File: src/rtl/oam_dma.sv
// OAM DMA: a CPU write to DMA_REG_ADDR halts the CPU and copies one page of CPU memory into PPU OAMDATA.
// Optional build macro OAM_DMA_ODD_ALIGN_EN adds the ALIGN cycle when the HALT cycle has parity 1.
module oam_dma #(
    parameter logic [15:0] DMA_REG_ADDR = 16'h4014,
    parameter logic [2:0]  OAM_DATA_REG = 3'h4,
    parameter int          BYTE_COUNT   = 256
) (
    input  logic        CLK,
    input  logic        Reset,
    input  logic [15:0] CPU_ADDR,
    input  logic [7:0]  CPU_DATA_IN,
    input  logic        CPU_wren,
    output logic        CPU_HALT,
    output logic [15:0] MEM_ADDR,
    output logic        MEM_RDEN,
    input  logic [7:0]  MEM_DATA_IN,
    output logic [2:0]  PPU_CPU_ADDR,
    output logic [7:0]  PPU_DATA_OUT,
    output logic        PPU_wren,
    output logic        DMA_BUSY,
    output logic        DMA_DONE,
    output logic [2:0]  dbg_state
);

    typedef enum logic [2:0] {
        S_IDLE  = 3'd0,
        S_HALT  = 3'd1,
        S_ALIGN = 3'd2,
        S_READ  = 3'd3,
        S_WRITE = 3'd4
    } state_t;

    localparam logic [7:0] LAST_IDX = 8'(BYTE_COUNT - 1);

    state_t     state_q, state_d;
    logic [7:0] page_q;
    logic [7:0] idx_q;
    logic       done_q;
    logic       trigger;
    logic       last_byte;

    assign trigger   = (state_q == S_IDLE) && CPU_wren && (CPU_ADDR == DMA_REG_ADDR);
    assign last_byte = (idx_q == LAST_IDX);

`ifdef OAM_DMA_ODD_ALIGN_EN
    // Models the CPU get/put cycle; only needed when odd HALT cycles insert ALIGN.
    logic parity_q;

    always_ff @(posedge CLK) begin
        if (Reset) parity_q <= 1'b0;
        else       parity_q <= ~parity_q;
    end
`endif

    always_ff @(posedge CLK) begin
        if (Reset) begin
            state_q <= S_IDLE;
            page_q  <= 8'h00;
            idx_q   <= 8'h00;
            done_q  <= 1'b0;
        end else begin
            state_q <= state_d;
            done_q  <= (state_q == S_WRITE) && last_byte;
            if (trigger) begin
                page_q <= CPU_DATA_IN;
                idx_q  <= 8'h00;
            end else if (state_q == S_WRITE) begin
                // Wrapping to 0 keeps reads inside the page and leaves idx clean for the next run.
                idx_q <= last_byte ? 8'h00 : idx_q + 8'd1;
            end
        end
    end

    always_comb begin
        state_d = state_q;
        case (state_q)
            S_IDLE:  if (trigger) state_d = S_HALT;
`ifdef OAM_DMA_ODD_ALIGN_EN
            S_HALT:  state_d = parity_q ? S_ALIGN : S_READ;
`else
            S_HALT:  state_d = S_READ;
`endif
            S_ALIGN: state_d = S_READ;
            S_READ:  state_d = S_WRITE;
            S_WRITE: state_d = last_byte ? S_IDLE : S_READ;
            default: state_d = S_IDLE;
        endcase
    end

    always_comb begin
        CPU_HALT     = 1'b0;
        DMA_BUSY     = 1'b0;
        MEM_ADDR     = 16'h0000;
        MEM_RDEN     = 1'b0;
        PPU_CPU_ADDR = 3'h0;
        PPU_DATA_OUT = 8'h00;
        PPU_wren     = 1'b0;
        if (state_q != S_IDLE) begin
            CPU_HALT = 1'b1;
            DMA_BUSY = 1'b1;
        end
        if (state_q == S_READ) begin
            MEM_RDEN = 1'b1;
            MEM_ADDR = {page_q, idx_q};
        end
        if (state_q == S_WRITE) begin
            PPU_wren     = 1'b1;
            PPU_CPU_ADDR = OAM_DATA_REG;
            PPU_DATA_OUT = MEM_DATA_IN;
        end
    end

    assign DMA_DONE  = done_q;
    assign dbg_state = state_q;

endmodule

File: config.mk
export PLATFORM = sky130hd
export DESIGN_NAME = oam_dma
export DESIGN_NICKNAME = d
export VERILOG_FILES = /design/src/rtl/oam_dma.sv
export SDC_FILE = /design/constraint.sdc
export NUM_CORES = 1
export LEC_CHECK = 0
export ABC_CLOCK_PERIOD_IN_PS = 2300
export BUFFER_PORTS_ARGS = -buffer_cell sky130_fd_sc_hd__buf_2
export CAP_MARGIN = 5
export CORE_MARGIN = 5
export CORE_UTILIZATION = 41
export DETAILED_ROUTE_END_ITERATION = 8
export PLACE_DENSITY = 0.76
export SETUP_SLACK_MARGIN = 0.1
export SLEW_MARGIN = 5
export SYNTH_ARGS = -nofsm -noshare
export SYNTH_HDL_FRONTEND = slang
export SYNTH_SLANG_ARGS = --single-unit
File: constraint.sdc
create_clock -name CLK -period 2.3 [get_ports CLK]
set_clock_uncertainty 0.1 [all_clocks]
set_input_delay 0.115 -clock CLK [delete_from_list [all_inputs] [get_ports CLK]]
set_output_delay 0.115 -clock CLK [all_outputs]
set_load 0.005 [all_outputs]
==> results of run 1 <==
power groups by stage:
stage               sequential [mW]  combinational, mW  clock [mW]
floorplan                     0.368             0.0659           0
global placement              0.365              0.121           0
detailed placement            0.366              0.122           0
CTS                           0.358              0.131       0.200
global route                  0.360              0.145       0.218
finish                        0.358              0.132       0.199
sequential cells by signal (all words and copies together), names as in the netlist:
name	flops
DMA_DONE	1
page_q	8
dbg_state	3
idx_q	8
Yosys cell counts (2+ instances only):
cell                       instances
sky130_fd_sc_hd__nor2b_1           2
sky130_fd_sc_hd__o21ai_1           9
sky130_fd_sc_hd__dfxtp_1          20
sky130_fd_sc_hd__and3_1           16
sky130_fd_sc_hd__xor2_1            2
sky130_fd_sc_hd__buf_4             5
sky130_fd_sc_hd__nand4_1           3
sky130_fd_sc_hd__or3_1             2
sky130_fd_sc_hd__nor3_1            7
sky130_fd_sc_hd__nand2_1           3
sky130_fd_sc_hd__and2_1            9
sky130_fd_sc_hd__clkbuf_1          7
sky130_fd_sc_hd__a21oi_1           8
sky130_fd_sc_hd__nor4_1            4
sky130_fd_sc_hd__xnor2_1           3
sky130_fd_sc_hd__o21ai_0           2
sky130_fd_sc_hd__nand3_1           9
sky130_fd_sc_hd__nor2_1            5
sky130_fd_sc_hd__a211oi_1          2
sky130_fd_sc_hd__o21a_1            2
worst max-delay path, delay by kind of cell, from the launching register on:
kind,cells,cell delay [ns]
flops,1,0.38
simple gates,4,1.45
through the flow:
step	setup slack (ns)	instance area, um^2	std cells
detailed placement	0.247	1520	230
global route	0.118	1630	241
finish	0.244	1630	241
CTS	0.237	1630	241
floorplan	0.421	1190	142
global placement	0.282	1520	230
per-layer routing:
| metal | track usage | part of all wire | vias to the layer above |
|---|---|---|---|
| li1 | - | - | 645 |
| met1 | 0.179 | 0.42 | 565 |
| met2 | 0.283 | 0.53 | 28 |
| met3 | 0.0175 | 0.043 | 2 |
| met4 | 0.0468 | 0.00097 | 0 |
| met5 | 0 | 0 | - |
placed cells by master (no fill, tap or decap), drive strengths merged:
master,netlist,layout
buf,6,70
dfxtp,20,20
and3,16,16
o21ai,11,11
and2,9,9
nand3,9,9
a21oi,8,8
nor3,7,7
dlygate4sd3,0,7
nor2,6,6
nor4,5,5
nand2,4,4
clkbuf,7,4
nand4,3,3
xnor2,3,3
nor2b,2,2
or3,2,2
a211oi,2,2
xor2,2,2
o21a,2,2
conb,1,2
or3b,2,2
inv,2,2
or2,2,2
or4,2,2
or4b,1,1
nand4bb,1,1
a41oi,1,1
mux2i,1,1
and3b,1,1
nor3b,1,1
a2111oi,1,1
ha,1,1
cell families after synthesis:
group           count (synthesis)
other cells                     1
buf+inv                        15
fa+ha+maj                       1
flops                          20
compound gates                 25
mux                             1
xor+xnor                        5
simple gates                   73
area by class of cell:
cell class | instances | area share
clock buffer | 4 | 0.0223
sequential | 20 | 0.246
multi-input combinational | 107 | 0.440
timing repair buffer | 77 | 0.263
tap | 31 | 0.0238
inverter | 2 | 0.00461
worst max-delay path by stage:
stage	end	slack, ns	cells after the start
after floorplan	idx_q[3]	0.42	5
after global placement	idx_q[7]	0.28	4
after detailed placement	idx_q[5]	0.25	4
after CTS	PPU_DATA_OUT[3]	0.24	5
after global routing	page_q[3]	0.12	4
final	idx_q[5]	0.24	4
what timing repair did:
action	CTS	global route
setup endpoints to repair	0	1
hold endpoints to repair	7	0
hold buffers	7	0
resized for setup	0	1
==> metrics.txt, run 1 <==
# TYPE chip_impl_metric gauge
chip_impl_metric{name="yosysWarnings",unit=""} 0
chip_impl_metric{name="first_pass_iters",unit=""} 4
chip_impl_metric{name="cellLeakagePower",unit="nW"} 0.837
chip_impl_metric{name="grt_start_max_net_pins",unit=""} 25
chip_impl_metric{name="clkSlewWorstSetupHoldPaths",unit="ns"} 0.11
chip_impl_metric{name="p_sw",unit="mW"} 0.175
chip_impl_metric{name="cts_num_sinks",unit=""} 20
chip_impl_metric{name="grt_overflow_total",unit=""} 0
chip_impl_info{name="combinational_family_with_the_most_area_after_synthesis",value="simple AND/OR/NAND/NOR gates"} 1
chip_impl_metric{name="grt_antenna_before_repair",unit=""} 0
chip_impl_metric{name="finalWorstPathRequiredPeriod",unit="ns"} 2.06
chip_impl_metric{name="synth_xor_area_frac",unit=""} 0.0369
chip_impl_metric{name="vias_per_std_cell",unit=""} 5.15
chip_impl_info{name="startpoint_type",value="flop"} 1
chip_impl_metric{name="report.final.slew_viol_count",unit=""} 0
chip_impl_metric{name="yosys.area_share.adder",unit=""} 0.0105
chip_impl_info{name="timing.hold.worst_endpoint",value="page_q[5]"} 1
chip_impl_metric{name="vias",unit=""} 1240
chip_impl_metric{name="dp.final_hpwl",unit="mm"} 2.33
chip_impl_metric{name="clock_share_of_power",unit=""} 0.288
chip_impl_metric{name="netlist_area",unit="um^2"} 1190
chip_impl_metric{name="die-height",unit="um"} 63.8
chip_impl_metric{name="final_net_count",unit=""} 247
chip_impl_metric{name="power_density",unit="nW/um^2"} 423
chip_impl_info{name="run_status",value="finished clean"} 1
chip_impl_metric{name="floorplan.core_area",unit="um^2"} 2760
chip_impl_metric{name="boundaryPins",unit=""} 70
chip_impl_metric{name="timing.setup.tns",unit="ns"} 0
chip_impl_metric{name="wire_per_inst",unit="um"} 12.8
chip_impl_info{name="critical_path.endpoint_type",value="flop"} 1
chip_impl_metric{name="register_share_of_total_power",unit=""} 0.520
chip_impl_info{name="clock_tree_from_tritoncts",value="done"} 1
chip_impl_metric{name="hold-worst-slack",unit="ns"} 0.00563
chip_impl_metric{name="finalWirelength",unit="mm"} 3.08
chip_impl_metric{name="proportion_of_power_drawn_by_combinational_gates",unit=""} 0.192
chip_impl_info{name="top_ff_cell_synth",value="sky130_fd_sc_hd__dfxtp_1"} 1
chip_impl_info{name="critPathSlowestCell",value="sky130_fd_sc_hd__or4_1"} 1
chip_impl_metric{name="fin_crit_sh",unit=""} 0.894
chip_impl_metric{name="area_enclosed_by_the_die_boundary",unit="um^2"} 4070
chip_impl_metric{name="proportion_of_synthesized_flip_flops_having_asynchronous_set_or_reset",unit=""} 0
chip_impl_metric{name="final-hold-violation-count",unit=""} 0
chip_impl_metric{name="totalPowerFinal",unit="mW"} 0.689
chip_impl_metric{name="grt_pass1_wl",unit="mm"} 5.21
chip_impl_metric{name="drive_above_1_share",unit=""} 0.410
chip_impl_metric{name="ctsLongestPathBuffers",unit=""} 2
chip_impl_metric{name="worst_ep_required_time",unit="ns"} 2.37
chip_impl_metric{name="postLayoutCoreUtil",unit=""} 0.590
chip_impl_metric{name="drt_iter0_markers",unit=""} 15
chip_impl_info{name="worst_hold_check_path_type",value="primary input to flop"} 1
chip_impl_metric{name="timing.critical_path.fanout_max",unit=""} 9
chip_impl_metric{name="synthCells",unit=""} 141
chip_impl_metric{name="postSynthAreaPerCell",unit="um^2"} 8.42
chip_impl_metric{name="ff_latch_area",unit="um^2"} 400
chip_impl_info{name="rsz0062_at_grt",value="false"} 1
chip_impl_info{name="ctsRootBufferMaster",value="sky130_fd_sc_hd__clkbuf_4"} 1
chip_impl_metric{name="number_of_synthesized_flops_with_an_enable_pin",unit=""} 0
chip_impl_metric{name="delay_of_the_slowest_critical_path_stage",unit="ns"} 0.76
chip_impl_metric{name="cell_internal_pwr",unit="mW"} 0.515
chip_impl_metric{name="synth.mux.area_fraction",unit=""} 0.00843
chip_impl_metric{name="worstRegToRegCells",unit=""} 4
chip_impl_info{name="yosys_top_cell_by_area",value="sky130_fd_sc_hd__dfxtp_1"} 1
chip_impl_metric{name="ctsHtreeMaxLevel",unit=""} 1
chip_impl_metric{name="total_area_of_multi_input_combinational_cells",unit="um^2"} 717
chip_impl_metric{name="synth-seq-area-share",unit=""} 0.337
chip_impl_metric{name="number_of_global_route_vias_before_repair",unit=""} 1146
chip_impl_info{name="timing.setup.critical_path_class",value="flop to flop"} 1
chip_impl_metric{name="global_route.usage.total",unit=""} 0.152
chip_impl_metric{name="start_util",unit=""} 0.431
chip_impl_metric{name="post_synthesis_compound_gate_area_fraction",unit=""} 0.125
chip_impl_info{name="r2r_start",value="dbg_state[1]"} 1
chip_impl_metric{name="synthDominantCellAreaShare",unit=""} 0.337
chip_impl_metric{name="maxClockFrequency",unit="MHz"} 486
chip_impl_metric{name="layout-area-overhead-vs-synth",unit="%"} 37.1
chip_impl_metric{name="r2r_setup_slack",unit="ns"} 0.24
chip_impl_metric{name="setup_viol",unit=""} 0
chip_impl_metric{name="final_wtd_congestion",unit=""} 0.749
chip_impl_metric{name="x_dimension_of_the_die",unit="um"} 63.8
chip_impl_metric{name="final.fill_count",unit=""} 262
chip_impl_metric{name="postSynthRegisterBits",unit=""} 20
chip_impl_info{name="worst_r2r_endpoint",value="idx_q[5]"} 1
chip_impl_metric{name="drc",unit=""} 0
chip_impl_metric{name="num_antenna_cells",unit=""} 0
chip_impl_info{name="synth.top_cells.by_area",value="sky130_fd_sc_hd__dfxtp_1 (34%), sky130_fd_sc_hd__and3_1 (8.4%), sky130_fd_sc_hd__and2_1 (4.7%)"} 1
chip_impl_metric{name="ys_types",unit=""} 41
chip_impl_metric{name="numCtsBuffers",unit=""} 3
chip_impl_info{name="worst_setup_path_startpoint",value="dbg_state[1]"} 1
chip_impl_metric{name="cts_setup_buffers",unit=""} 0
chip_impl_metric{name="std_cell_rows",unit=""} 19
chip_impl_metric{name="worstHoldPathCells",unit=""} 3
chip_impl_metric{name="placement.io_buffers",unit=""} 67
chip_impl_metric{name="drt.antenna.violating_nets",unit=""} 0
chip_impl_metric{name="clock_insertion_delay_at_the_later_pin_of_the_skew_report",unit="ns"} 0.29
chip_impl_metric{name="swShare",unit=""} 0.253
chip_impl_metric{name="max-cap-violations",unit=""} 0
chip_impl_info{name="crit_path_cell_trace",value="or3_1, or4_1, nor2_8, nor4_1"} 1
chip_impl_metric{name="post_synth_and_or_nand_nor_area_fraction",unit=""} 0.414
chip_impl_metric{name="arrival",unit="ns"} 2.13
chip_impl_metric{name="worst_ir_drop_vdd",unit="mV"} 0.266
chip_impl_info{name="hold_path.startpoint",value="CPU_DATA_IN[5]"} 1
(Power assumes the default switching activity.)
==> run 2: changes to the inputs <==
--- a/config.mk
+++ b/config.mk
@@ -12,6 +12,7 @@
 export CORE_UTILIZATION = 41
 export DETAILED_ROUTE_END_ITERATION = 8
 export PLACE_DENSITY = 0.76
+export REMOVE_ABC_BUFFERS = 1
 export SETUP_SLACK_MARGIN = 0.1
 export SLEW_MARGIN = 5
 export SYNTH_ARGS = -nofsm -noshare
==> metrics.txt, run 2 (same netlist as run 1, synthesis figures left out) <==
# TYPE chip_impl_metric gauge
chip_impl_info{name="run_status",value="finished clean"} 1
chip_impl_metric{name="number_of_global_route_vias_before_repair",unit=""} 1297
chip_impl_metric{name="p_sw",unit="mW"} 0.186
chip_impl_metric{name="met2_routed_wl",unit="mm"} 1.76
chip_impl_info{name="startpoint_type",value="flop"} 1
chip_impl_info{name="hold_path.startpoint",value="Reset"} 1
chip_impl_metric{name="area_enclosed_by_the_die_boundary",unit="um^2"} 4070
chip_impl_metric{name="power_density",unit="nW/um^2"} 472
chip_impl_metric{name="final_net_count",unit=""} 248
chip_impl_info{name="critPathSlowestCell",value="sky130_fd_sc_hd__or4_1"} 1
chip_impl_metric{name="totalPowerFinal",unit="mW"} 0.781
chip_impl_metric{name="worstHoldPathCells",unit=""} 2
chip_impl_info{name="most-common-layout-cells",value="sky130_fd_sc_hd__buf_2 (67), sky130_fd_sc_hd__dfxtp_1 (20), sky130_fd_sc_hd__and3_1 (16)"} 1
chip_impl_metric{name="report.final.slew_viol_count",unit=""} 0
chip_impl_metric{name="first_pass_iters",unit=""} 4
chip_impl_info{name="r2r_start",value="dbg_state[1]"} 1
chip_impl_info{name="commonest_non_fill_non_tap_cell_in_the_layout",value="sky130_fd_sc_hd__buf_2"} 1
chip_impl_metric{name="boundaryPins",unit=""} 70
chip_impl_metric{name="drive_above_1_share",unit=""} 0.408
chip_impl_metric{name="finalWirelength",unit="mm"} 3.33
chip_impl_metric{name="std_cell_rows",unit=""} 19
chip_impl_metric{name="wire_per_inst",unit="um"} 13.8
chip_impl_metric{name="worstRegToRegCells",unit=""} 4
chip_impl_metric{name="num_antenna_cells",unit=""} 0
chip_impl_metric{name="drt.antenna.violating_nets",unit=""} 0
chip_impl_metric{name="final-hold-violation-count",unit=""} 0
chip_impl_metric{name="x_dimension_of_the_die",unit="um"} 63.8
chip_impl_metric{name="worst_ir_drop_vdd",unit="mV"} 0.477
chip_impl_info{name="worst_hold_check_path_type",value="primary input to flop"} 1
chip_impl_metric{name="drt_iter0_markers",unit=""} 47
chip_impl_metric{name="vias",unit=""} 1287
chip_impl_metric{name="maxClockFrequency",unit="MHz"} 481
chip_impl_metric{name="placement.io_buffers",unit=""} 67
chip_impl_metric{name="dp.final_hpwl",unit="mm"} 2.41
chip_impl_metric{name="setup_viol",unit=""} 0
chip_impl_metric{name="fin_crit_sh",unit=""} 0.905
chip_impl_info{name="crit_path_cell_trace",value="or3_1, or4_1, nor2_8, a211oi_1"} 1
chip_impl_metric{name="grt_antenna_before_repair",unit=""} 0
chip_impl_metric{name="clock_insertion_delay_at_the_later_pin_of_the_skew_report",unit="ns"} 0.31
chip_impl_metric{name="register_share_of_total_power",unit=""} 0.458
chip_impl_info{name="worst_r2r_endpoint",value="idx_q[0]"} 1
chip_impl_metric{name="timing.setup.tns",unit="ns"} 0
chip_impl_metric{name="final.fill_count",unit=""} 246
chip_impl_info{name="route.top_layer_used",value="met4"} 1
chip_impl_metric{name="floorplan.core_area",unit="um^2"} 2760
chip_impl_metric{name="arrival",unit="ns"} 2.17
chip_impl_metric{name="swShare",unit=""} 0.237
chip_impl_metric{name="delay_of_the_slowest_critical_path_stage",unit="ns"} 0.78
chip_impl_metric{name="finalWorstPathRequiredPeriod",unit="ns"} 2.08
chip_impl_metric{name="max-cap-violations",unit=""} 0
chip_impl_metric{name="place_area",unit="um^2"} 1520
chip_impl_metric{name="cts_setup_buffers",unit=""} 0
chip_impl_metric{name="wl_met1",unit="mm"} 1.30
chip_impl_metric{name="timing.max_slew.rel_slack",unit=""} 0.635
chip_impl_metric{name="cellLeakagePower",unit="nW"} 0.848
chip_impl_metric{name="grt_pass1_wl",unit="mm"} 5.55
chip_impl_metric{name="ctsLongestPathBuffers",unit=""} 2
chip_impl_info{name="timing.hold.worst_endpoint",value="page_q[3]"} 1
chip_impl_metric{name="cts_num_sinks",unit=""} 20
chip_impl_metric{name="ctsHtreeMaxLevel",unit=""} 1
chip_impl_metric{name="r2r_setup_slack",unit="ns"} 0.22
chip_impl_metric{name="grt_start_max_net_pins",unit=""} 25
chip_impl_info{name="rsz0062_at_grt",value="false"} 1
chip_impl_metric{name="global_route.usage.total",unit=""} 0.166
chip_impl_metric{name="route.met3.wl",unit="um"} 225
chip_impl_metric{name="start_util",unit=""} 0.431
chip_impl_info{name="ctsRootBufferMaster",value="sky130_fd_sc_hd__clkbuf_4"} 1
chip_impl_info{name="timing.setup.critical_path_class",value="flop to flop"} 1
chip_impl_metric{name="numCtsBuffers",unit=""} 3
chip_impl_info{name="clock_tree_from_tritoncts",value="done"} 1
chip_impl_metric{name="grt_overflow_total",unit=""} 0
chip_impl_metric{name="drc",unit=""} 0
chip_impl_metric{name="die-height",unit="um"} 63.8
chip_impl_info{name="critical_path.endpoint_type",value="flop"} 1
chip_impl_metric{name="final_wtd_congestion",unit=""} 0.773
chip_impl_metric{name="clock_share_of_power",unit=""} 0.370
chip_impl_metric{name="layout-area-overhead-vs-synth",unit="%"} 39.3
chip_impl_metric{name="cell_internal_pwr",unit="mW"} 0.596
chip_impl_metric{name="clkSlewWorstSetupHoldPaths",unit="ns"} 0.12
chip_impl_metric{name="vias_per_std_cell",unit=""} 5.32
chip_impl_metric{name="final_design_area_no_fill",unit="um^2"} 1650
chip_impl_metric{name="proportion_of_power_drawn_by_combinational_gates",unit=""} 0.172
chip_impl_metric{name="worst_ep_required_time",unit="ns"} 2.38
chip_impl_metric{name="max_slew.worst_pin.slew",unit="ns"} 0.543
chip_impl_metric{name="timing.critical_path.fanout_max",unit=""} 9
[run 2: cell count changes in the layout (fill, tap and decap cells not counted), sizes merged]
| cell | previous run | this run |
|---|---|---|
| dlygate4sd3 | 7 | 8 |
| clkbuf | 4 | 3 |
| bufinv | 0 | 1 |
[run 2: routing by layer]
| layer | track usage | vias to the layer above |
|---|---|---|
| met2 | 0.302 | 50 |
| met5 | 0 | - |
| met3 | 0.0263 | 4 |
| li1 | - | 645 |
| met4 | 0.0831 | 0 |
| met1 | 0.184 | 588 |
[run 2: timing repair]
item                                   4_1_cts  5_1_grt
endpoints found under the hold margin        8        0
setup endpoints to repair                    0        8
hold buffers                                 8        0
gates resized for setup                      0        1
[run 2: how the worst max path moves through the flow]
stage                             from              end  slack, ns  cells after the start
after floorplan           dbg_state[0]         idx_q[3]       0.18                      4
after global placement    dbg_state[1]         idx_q[5]       0.28                      4
after detailed placement  dbg_state[1]         idx_q[3]       0.26                      4
after CTS                 dbg_state[0]  PPU_DATA_OUT[7]       0.21                      5
after global routing      dbg_state[1]        page_q[0]       0.14                      4
final                     dbg_state[1]         idx_q[0]       0.22                      4
[run 2: final cells by class]
cell class              count  area [um^2]  area share
clock buffers               3         22.5      0.0136
clock inverters             1         30.0      0.0182
inverters                   2         7.51     0.00454
multi-input cells         107          717       0.433
flip-flops and latches     20          400       0.242
well taps                  31         38.8      0.0234
repair buffers             78          438       0.265
[run 2: per-stage QoR]
step / hold slack [ns] / setup WS [ns] / instances / utilization
floorplan: 0.0839 / 0.185 / 129 / -
global placement: 0.280 / 0.283 / 230 / 0.551
detailed placement: 0.280 / 0.259 / 230 / 0.551
CTS: 0.0898 / 0.212 / 242 / 0.599
global route: 0.0954 / 0.143 / 242 / 0.600
finish: 0.0961 / 0.220 / 242 / 0.600
[run 2: power by group through the flow]
stage	Sequential, mW	Clock, mW	Combinational, mW
finish	0.358	0.289	0.134
global route	0.359	0.312	0.149
CTS	0.358	0.295	0.134
detailed placement	0.366	0	0.123
global placement	0.365	0	0.122
floorplan	0.373	0	0.0428
[run 2: worst max-delay path, delay by kind of cell (launching register included)]
| kind | cells | cell delay, ns |
|---|---|---|
| compound gates | 1 | 0.07 |
| flops | 1 | 0.38 |
| simple gates | 3 | 1.41 |
==> run 3: changes to the inputs <==
--- a/config.mk
+++ b/config.mk
@@ -5,9 +5,8 @@
 export SDC_FILE = /design/constraint.sdc
 export NUM_CORES = 1
 export LEC_CHECK = 0
-export ABC_CLOCK_PERIOD_IN_PS = 2300
-export BUFFER_PORTS_ARGS = -buffer_cell sky130_fd_sc_hd__buf_2
-export CAP_MARGIN = 5
+export ABC_CLOCK_PERIOD_IN_PS = 2080
+export BUFFER_PORTS_ARGS = -buffer_cell sky130_fd_sc_hd__buf_4
 export CORE_MARGIN = 5
 export CORE_UTILIZATION = 41
 export DETAILED_ROUTE_END_ITERATION = 8
==> constraint.sdc (replaced) <==
create_clock -name CLK -period 2.08 [get_ports CLK]
set_clock_uncertainty 0.1 [all_clocks]
set_input_delay 0.104 -clock CLK [delete_from_list [all_inputs] [get_ports CLK]]
set_output_delay 0.104 -clock CLK [all_outputs]
set_load 0.005 [all_outputs]
==> metrics.txt, run 3 (same netlist as run 1, synthesis figures left out) <==
# TYPE chip_impl_metric gauge
chip_impl_metric{name="final_cells",unit=""} 245
chip_impl_metric{name="grt_antenna_before_repair",unit=""} 0
chip_impl_metric{name="area_enclosed_by_the_die_boundary",unit="um^2"} 4070
chip_impl_metric{name="fin_crit_sh",unit=""} 0.898
chip_impl_info{name="clock_tree_from_tritoncts",value="done"} 1
chip_impl_metric{name="ctsLongestPathBuffers",unit=""} 2
chip_impl_metric{name="boundaryPins",unit=""} 70
chip_impl_metric{name="arrival",unit="ns"} 1.96
chip_impl_info{name="commonest_non_fill_non_tap_cell_in_the_layout",value="sky130_fd_sc_hd__buf_4"} 1
chip_impl_metric{name="final.fill_count",unit=""} 222
chip_impl_metric{name="hold-worst-slack",unit="ns"} 0.0201
chip_impl_metric{name="finalWirelength",unit="mm"} 3.79
chip_impl_metric{name="final_net_count",unit=""} 252
chip_impl_metric{name="grt_pass1_wl",unit="mm"} 6.09
chip_impl_metric{name="grt_start_max_net_pins",unit=""} 25
chip_impl_metric{name="finalWorstPathRequiredPeriod",unit="ns"} 1.87
chip_impl_info{name="most-common-layout-cells",value="sky130_fd_sc_hd__buf_4 (74), sky130_fd_sc_hd__dfxtp_1 (20), sky130_fd_sc_hd__and3_1 (16)"} 1
chip_impl_metric{name="ctsHtreeMaxLevel",unit=""} 1
chip_impl_metric{name="timing.critical_path.fanout_max",unit=""} 9
chip_impl_metric{name="number_of_global_route_vias_before_repair",unit=""} 1372
chip_impl_metric{name="worst_ir_drop_vdd",unit="mV"} 0.426
chip_impl_info{name="rsz0062_at_grt",value="false"} 1
chip_impl_metric{name="r2r_setup_slack",unit="ns"} 0.21
chip_impl_metric{name="final-hold-violation-count",unit=""} 0
chip_impl_info{name="timing.setup.critical_path_class",value="flop to flop"} 1
chip_impl_metric{name="global_route.usage.total",unit=""} 0.184
chip_impl_metric{name="grt_overflow_total",unit=""} 0
chip_impl_metric{name="vias_per_std_cell",unit=""} 5.49
chip_impl_metric{name="drt_iter0_markers",unit=""} 91
chip_impl_metric{name="die-height",unit="um"} 63.8
chip_impl_metric{name="floorplan.core_area",unit="um^2"} 2760
chip_impl_metric{name="timing.setup.tns",unit="ns"} 0
chip_impl_info{name="critical_path.endpoint_type",value="flop"} 1
chip_impl_metric{name="layout-area-overhead-vs-synth",unit="%"} 54.0
chip_impl_metric{name="report.final.slew_viol_count",unit=""} 0
chip_impl_info{name="ctsRootBufferMaster",value="sky130_fd_sc_hd__clkbuf_4"} 1
chip_impl_metric{name="x_dimension_of_the_die",unit="um"} 63.8
chip_impl_info{name="startpoint_type",value="flop"} 1
chip_impl_metric{name="setup_viol",unit=""} 0
chip_impl_metric{name="drc",unit=""} 0
chip_impl_metric{name="drive_above_1_share",unit=""} 0.421
chip_impl_metric{name="vias",unit=""} 1346
chip_impl_metric{name="std_cell_rows",unit=""} 19
chip_impl_metric{name="worstHoldPathCells",unit=""} 2
chip_impl_metric{name="maxClockFrequency",unit="MHz"} 535
chip_impl_metric{name="numCtsBuffers",unit=""} 3
chip_impl_metric{name="first_pass_iters",unit=""} 4
chip_impl_metric{name="cellLeakagePower",unit="nW"} 0.881
chip_impl_metric{name="max-cap-violations",unit=""} 0
chip_impl_metric{name="cts_num_sinks",unit=""} 20
chip_impl_metric{name="final_wtd_congestion",unit=""} 0.765
chip_impl_metric{name="start_util",unit=""} 0.431
chip_impl_metric{name="power_density",unit="nW/um^2"} 421
chip_impl_metric{name="worstRegToRegCells",unit=""} 4
chip_impl_metric{name="clock_insertion_delay_at_the_later_pin_of_the_skew_report",unit="ns"} 0.30
chip_impl_metric{name="clkSlewWorstSetupHoldPaths",unit="ns"} 0.11
chip_impl_info{name="worst_hold_check_path_type",value="primary input to flop"} 1
chip_impl_metric{name="wire_per_inst",unit="um"} 15.5
chip_impl_metric{name="placedCellCount",unit=""} 233
chip_impl_metric{name="placement.io_buffers",unit=""} 67
chip_impl_metric{name="drt.antenna.violating_nets",unit=""} 0
chip_impl_metric{name="worst_ep_required_time",unit="ns"} 2.17
chip_impl_metric{name="dp.final_hpwl",unit="mm"} 2.75
chip_impl_metric{name="num_antenna_cells",unit=""} 0
chip_impl_info{name="run_status",value="finished clean"} 1
run 3: cell types whose count changed in the layout (fill, tap and decap cells not counted), sizes merged:
cell,change
buf,+4
bufinv,-1
run 3: where the power goes:
group / switching [mW] / internal [mW] / total (mW)
logic: 0.0865 / 0.106 / 0.193
clock network: 0.117 / 0.0676 / 0.185
registers: 0.00264 / 0.389 / 0.392
run 3: area by class of cell:
type / count / area [um^2] / share of cell area
tap: 31 / 38.8 / 0.0212
timing repair buffer: 82 / 636 / 0.348
sequential: 20 / 400 / 0.219
clock buffer: 3 / 22.5 / 0.0123
multi-input combinational: 107 / 721 / 0.394
inverter: 2 / 10.0 / 0.00548
run 3: worst max-delay path: stages, from the launching register on:
cell and delay (ns):
sky130_fd_sc_hd__dfxtp_1 0.32, sky130_fd_sc_hd__or3_1 0.43, sky130_fd_sc_hd__or4_4 0.66, sky130_fd_sc_hd__o21ai_1 0.17, sky130_fd_sc_hd__a21oi_1 0.08
run 3: path summary, 6_finish.rpt:
kind                                  end          from
worst min register to register  page_q[1]     page_q[1]
worst max-delay path            page_q[4]  dbg_state[0]
worst min-delay path            page_q[1]         Reset
worst max register to register  page_q[4]  dbg_state[0]
run 3: timing repair:
item | 4_1_cts | 5_1_grt
pin swaps | 0 | 1
resized for setup | 2 | 1
setup buffers | 0 | 1
hold endpoints to repair | 8 | 0
gates cloned | 0 | 0
endpoints found under the setup margin | 24 | 9
hold buffers | 8 | 0
run 3: per-layer routing:
metal | part of all wire | track usage | up-vias
met3 | 0.044 | 0.0228 | 14
met5 | 0 | 0 | -
li1 | - | - | 651
met4 | 0.039 | 0.117 | 0
met1 | 0.37 | 0.195 | 630
met2 | 0.54 | 0.337 | 51
run 3: stage by stage:
stage               instance area, um^2   util  total power [mW]  worst slack (ns)
floorplan                          1120      -             0.460           -0.0353
global placement                   1710  0.620             0.571             0.105
detailed placement                 1710  0.620             0.576            0.0592
CTS                                1820  0.659             0.768             0.132
global route                       1830  0.663             0.804             0.115
finish                             1830  0.663             0.769             0.212
